==> src/rtl/adder_display_pkg.sv <==
// Shared types and seven-segment constants for the adder result display.
// Segment patterns are active-low, bit0 = a ... bit6 = g.
package adder_display_pkg;

   typedef enum logic [1:0] {
      IDLE,
      CONVERT,
      COMMIT
   } state_t;

   localparam logic [6:0] SEG_BLANK = 7'h7F;
   localparam logic [6:0] SEG_0     = 7'b1000000;
   localparam logic [6:0] SEG_1     = 7'b1111001;
   localparam logic [6:0] SEG_2     = 7'b0100100;
   localparam logic [6:0] SEG_3     = 7'b0110000;
   localparam logic [6:0] SEG_4     = 7'b0011001;
   localparam logic [6:0] SEG_5     = 7'b0010010;
   localparam logic [6:0] SEG_6     = 7'b0000010;
   localparam logic [6:0] SEG_7     = 7'b1111000;
   localparam logic [6:0] SEG_8     = 7'b0000000;
   localparam logic [6:0] SEG_9     = 7'b0010000;

endpackage

==> src/rtl/seg7_decoder.sv <==
// BCD digit to active-low seven-segment pattern; non-decimal codes show blank.
module seg7_decoder
   import adder_display_pkg::*;
(
   input  logic [3:0] bcd,
   output logic [6:0] seg
);

   always_comb begin
      seg = SEG_BLANK;
      case (bcd)
         4'd0:    seg = SEG_0;
         4'd1:    seg = SEG_1;
         4'd2:    seg = SEG_2;
         4'd3:    seg = SEG_3;
         4'd4:    seg = SEG_4;
         4'd5:    seg = SEG_5;
         4'd6:    seg = SEG_6;
         4'd7:    seg = SEG_7;
         4'd8:    seg = SEG_8;
         4'd9:    seg = SEG_9;
         default: seg = SEG_BLANK;
      endcase
   end

endmodule

==> src/rtl/adder_result_display.sv <==
// Captures {cout,sum} on load, converts to BCD by sequential double-dabble and
// drives leading-zero-blanked active-low seven-segment displays.
module adder_result_display
   import adder_display_pkg::*;
#(
   parameter int N      = 4,
   parameter int DIGITS = 2
) (
   input  logic                  Clock,
   input  logic                  Resetn,
   input  logic                  load,
   input  logic [N-1:0]          sum,
   input  logic                  cout,
   output logic                  busy,
   output logic                  done,
   output logic [7*DIGITS-1:0]   HEX
);

   localparam int CW = $clog2(N + 2);
   localparam int BW = 4 * DIGITS;

   state_t            state, next_state;
   logic [N:0]        value, value_nxt;
   logic [BW-1:0]     bcd, bcd_adj, bcd_nxt;
   logic [CW-1:0]     cnt;
   logic              last_iter;
   logic              busy_d, done_d, commit;
   logic [7*DIGITS-1:0] seg_raw, hex_nxt;
   logic              all_zero;

   assign last_iter = (cnt == CW'(N));

   // One double-dabble iteration: add 3 to any nibble >= 5, then shift left.
   always_comb begin
      bcd_adj = bcd;
      for (int unsigned d = 0; d < DIGITS; d++) begin
         if (bcd[4*d +: 4] >= 4'd5)
            bcd_adj[4*d +: 4] = bcd[4*d +: 4] + 4'd3;
      end
      {bcd_nxt, value_nxt} = {bcd_adj, value} << 1;
   end

   for (genvar k = 0; k < DIGITS; k++) begin : g_dec
      seg7_decoder u_dec (
         .bcd (bcd_nxt[4*k +: 4]),
         .seg (seg_raw[7*k +: 7])
      );
   end

   always_comb begin
      hex_nxt  = seg_raw;
      all_zero = 1'b1;
      for (int unsigned k = DIGITS - 1; k >= 1; k--) begin
         all_zero = all_zero && (bcd_nxt[4*k +: 4] == 4'd0);
         if (all_zero)
            hex_nxt[7*k +: 7] = SEG_BLANK;
      end
   end

   always_ff @(posedge Clock) begin
      if (!Resetn)
         state <= IDLE;
      else
         state <= next_state;
   end

   always_comb begin
      next_state = state;
      case (state)
         IDLE:    if (load) next_state = CONVERT;
         CONVERT: if (last_iter) next_state = COMMIT;
         COMMIT:  next_state = IDLE;
         default: next_state = IDLE;
      endcase
   end

   // Display and done are loaded on the final iteration edge straight from the
   // next-BCD value, so they are valid for the whole COMMIT cycle.
   always_comb begin
      busy_d = (next_state != IDLE);
      done_d = (next_state == COMMIT);
      commit = (state == CONVERT) && last_iter;
   end

   always_ff @(posedge Clock) begin
      if (!Resetn) begin
         value <= '0;
         bcd   <= '0;
         cnt   <= '0;
         busy  <= 1'b0;
         done  <= 1'b0;
         HEX   <= '1;
      end else begin
         busy <= busy_d;
         done <= done_d;
         if (state == IDLE && load) begin
            value <= {cout, sum};
            bcd   <= '0;
            cnt   <= '0;
         end else if (state == CONVERT) begin
            value <= value_nxt;
            bcd   <= bcd_nxt;
            cnt   <= cnt + CW'(1);
         end
         if (commit)
            HEX <= hex_nxt;
      end
   end

endmodule

==> config.mk <==
export PLATFORM = sky130hd
export DESIGN_NAME = adder_result_display
export DESIGN_NICKNAME = d
export VERILOG_FILES = /design/src/rtl/adder_display_pkg.sv /design/src/rtl/seg7_decoder.sv /design/src/rtl/adder_result_display.sv
export SDC_FILE = /design/constraint.sdc
export NUM_CORES = 1
export LEC_CHECK = 0
export BUFFER_PORTS_ARGS = -buffer_cell sky130_fd_sc_hd__buf_2
export CELL_PAD_IN_SITES_DETAIL_PLACEMENT = 2
export CELL_PAD_IN_SITES_GLOBAL_PLACEMENT = 2
export CORE_AREA = 2 2 78 80
export CTS_CLUSTER_SIZE = 24
export DETAILED_ROUTE_END_ITERATION = 10
export DIE_AREA = 0 0 80 82
export GPL_TIMING_DRIVEN = 0
export PLACE_DENSITY = 0.75
export SYNTH_ARGS = -nofsm -noshare
export SYNTH_HDL_FRONTEND = slang
export SYNTH_SLANG_ARGS = --single-unit
==> constraint.sdc <==
create_clock -name Clock -period 2.9 [get_ports Clock]
set_input_delay 0.29 -clock Clock [delete_from_list [all_inputs] [get_ports Clock]]
set_output_delay 0.29 -clock Clock [all_outputs]
set_load 0.01 [all_outputs]
==> results.py <==
metrics = {
    "logic_synthesis": {
        "avgSynthCellArea_um2": 8.60,
        "synth_cell_type_count": 52,
        "synth_nets": 247,
        "synthCells": 225,
        "async_flop_share": 0,
        "synthesis.area_mm2": 0.00194,
        "ys.flop_type": "dfxtp_1",
        "synth_edf_count": 0,
        "yosys_warnings": 0,
        "yosysSeqAreaShare": 0.352,
        "synth_seq_cells": 34,
    },
    "grt": {
        "overflow": 0,
        "grt_usage": 0.185,
        "grt_pass1_vias": 1942,
        "grt_max_degree": 12,
        "antenna_found_initial": 0,
        "grt_pass1_wl_um": 9420,
    },
    "floorplan": {
        "core_mm2": 0.00575,
        "die-area_mm2": 0.00656,
        "num_io_pins": 24,
        "rows": 28,
        "start_util": 0.337,
        "dieHeight_um": 82,
        "die_x_um": 80,
    },
    "cells_and_area": {
        "syn_to_final_growth_pct": 18.2,
        "drive_gt1_frac": 0.227,
        "postLayoutCellArea_mm2": 0.00229,
        "antenna_cells": 0,
        "fin_nets": 277,
        "final_cell_mix": "dfxtp_1, nand2_1, buf_2",
        "final_common_cell": "dfxtp_1",
    },
    "worst_hold_path": {
        "hold_depth": 3,
        "worstHoldPathType": "input pin to register",
    },
    "critical_path": {
        "cp.required_ns": 3.04,
        "start_kind": "register",
        "crit_path_end_kind": "register",
        "path_max_fanout": 7,
        "ff2ff_path_depth": 10,
        "crit_arrival_ns": 2.68,
        "critical_path_class": "register to register",
    },
    "power_and_ir_drop": {
        "p_sw_frac": 0.249,
        "power_density_mw_per_mm2": 528,
        "p_int_mw": 0.907,
        "power_frac_comb": 0.131,
        "netSwitchingPower_mw": 0.301,
        "p_clk_frac": 0.462,
        "p_leak_nw": 0.913,
        "total_power_mw": 1.21,
        "seqPwrFrac": 0.407,
        "ir_drop_v": 0.000191,
    },
    "run": {
        "cap_viol_max_count": 0,
    },
    "clock_tree": {
        "cts_root_buffer": "clkbuf_8",
        "cts_resized": 0,
        "cts_buffer_depth": 2,
        "cts.clk_slew.worst_paths_ns": 0.08,
        "htree_levels": 2,
        "cts_setup_buffers": 0,
        "clock_latency_ns": 0.29,
        "cts_buffers": 5,
        "cts_sinks": 34,
        "tritoncts": "built",
        "ctsHoldBuffers": 0,
    },
    "sta": {
        "period_needed_ns": 2.54,
        "grt_setup_unrepaired": "false",
        "setup_viol": 0,
        "fin_worst_skew_ns": 0.00695,
        "fmax_ghz": 0.393,
        "tns_ns": 0,
        "hold_violations": 0,
        "finalCritPeriodShare": 0.877,
        "worst_pin_slew_ns": 0.649,
        "slew_violations": 0,
        "slew_headroom": 0.566,
    },
    "detailed_routing": {
        "finalWirelength_um": 5260,
        "firstDrtPassIters": 4,
        "post-route-drc-count": 0,
        "via_per_inst": 5.29,
        "drt.antenna.violating_nets": 0,
        "route.vias.total": 1750,
        "post_drt_wl_per_cell_um": 15.9,
        "first_iter_violations": 58,
    },
    "placement": {
        "hpwl_um": 4090,
        "dpl_cell_area_mm2": 0.00214,
        "port_buffers": 23,
        "gp_congestion": 0.770,
    },
    "run_status": {
        "status": "completed",
    },
}
-- power by group through the flow --
stage	Clock, mW	Combinational [mW]	Sequential (mW)
floorplan	0	0.118	0.500
global placement	0	0.154	0.503
detailed placement	0	0.160	0.503
CTS	0.567	0.162	0.492
global route	0.591	0.183	0.495
finish	0.558	0.159	0.492
-- cell families after synthesis --
kind of cell / Yosys count / synth area share
xor gates and xnor gates: 1 / 0.00453
DFF: 34 / 0.352
AOI/OAI and AO/OA: 71 / 0.296
and+or+nand+nor: 81 / 0.200
buffers and inverters: 22 / 0.0472
adders and majority gates: 14 / 0.0905
muxes: 2 / 0.0103
-- critical path: stages, from the launching register on --
cell	delay, ns
dfxtp_1	0.40
inv_1	0.09
ha_1	0.24
and2b_2	0.25
nor3_1	0.06
a21oi_1	0.39
inv_1	0.17
ha_1	0.23
nor3_1	0.29
o21a_1	0.18
o311ai_1	0.08
-- through the flow --
stage                     instances   util  hold WS, ns  worst slack [ns]
final                           331  0.398        0.279             0.358
after global routing            331  0.398        0.283            0.0643
after CTS                       331  0.398        0.272             0.319
after detailed placement        323  0.373        0.460             0.358
after global placement          323  0.373        0.442             0.389
after floorplan                 225      -        0.446             0.711
-- flip-flops by register name, indices dropped and copies added, names as in the netlist --
name,flops
busy,1
cnt,3
state,2
HEX,14
done,1
value,5
bcd,8
-- final cells by class --
type | count | area [um2]
Clock inverter | 2 | 60.1
Inverter | 14 | 52.6
Buffer | 8 | 38.8
Sequential cell | 34 | 681
Multi-Input combinational cell | 169 | 1160
Clock buffer | 6 | 82.6
Tap cell | 75 | 93.8
Timing Repair Buffer | 23 | 115
Fill cell | 692 | 3460
-- synthesized netlist by cell type (2+ instances only) --
master / n / area share
a211oi_1: 3 / 0.012
a211oi_2: 2 / 0.013
a21boi_0: 3 / 0.012
a21o_1: 2 / 0.0078
a21oi_1: 14 / 0.036
a2bb2oi_4: 2 / 0.027
and3_2: 2 / 0.0078
buf_2: 3 / 0.0078
clkbuf_1: 3 / 0.0058
dfxtp_1: 34 / 0.35
ha_1: 14 / 0.090
inv_1: 13 / 0.025
mux2i_1: 2 / 0.010
nand2_1: 32 / 0.062
nand2b_1: 2 / 0.0065
nand3_1: 3 / 0.0078
nor2_1: 23 / 0.045
nor3_1: 4 / 0.010
nor3b_1: 5 / 0.019
o211ai_1: 2 / 0.0078
o21a_1: 3 / 0.012
o21ai_0: 14 / 0.036
o21ai_1: 2 / 0.0052
o221ai_2: 3 / 0.023
o22ai_1: 5 / 0.016
o311ai_1: 3 / 0.014
o32a_1: 2 / 0.010
-- layer usage --
layer	GRT usage	share of wire	vias up
li1	-	-	854
met1	0.210	0.43	869
met2	0.344	0.53	20
met3	0.0418	0.029	7
met4	0.0576	0.0091	0
met5	0	0	-
-- final timing paths --
check                       from                     to  slack, ns
max          bcd[0]$_SDFFE_PP0P_   HEX[13]$_SDFFE_PN1P_       0.36
min                       sum[0]  value[0]$_SDFFE_PN0P_       0.28
max reg2reg  bcd[0]$_SDFFE_PP0P_   HEX[13]$_SDFFE_PN1P_       0.36
min reg2reg  cnt[0]$_SDFFE_PP0P_    cnt[0]$_SDFFE_PP0P_       0.48
Note: power is estimated with default switching activity, not from simulation.
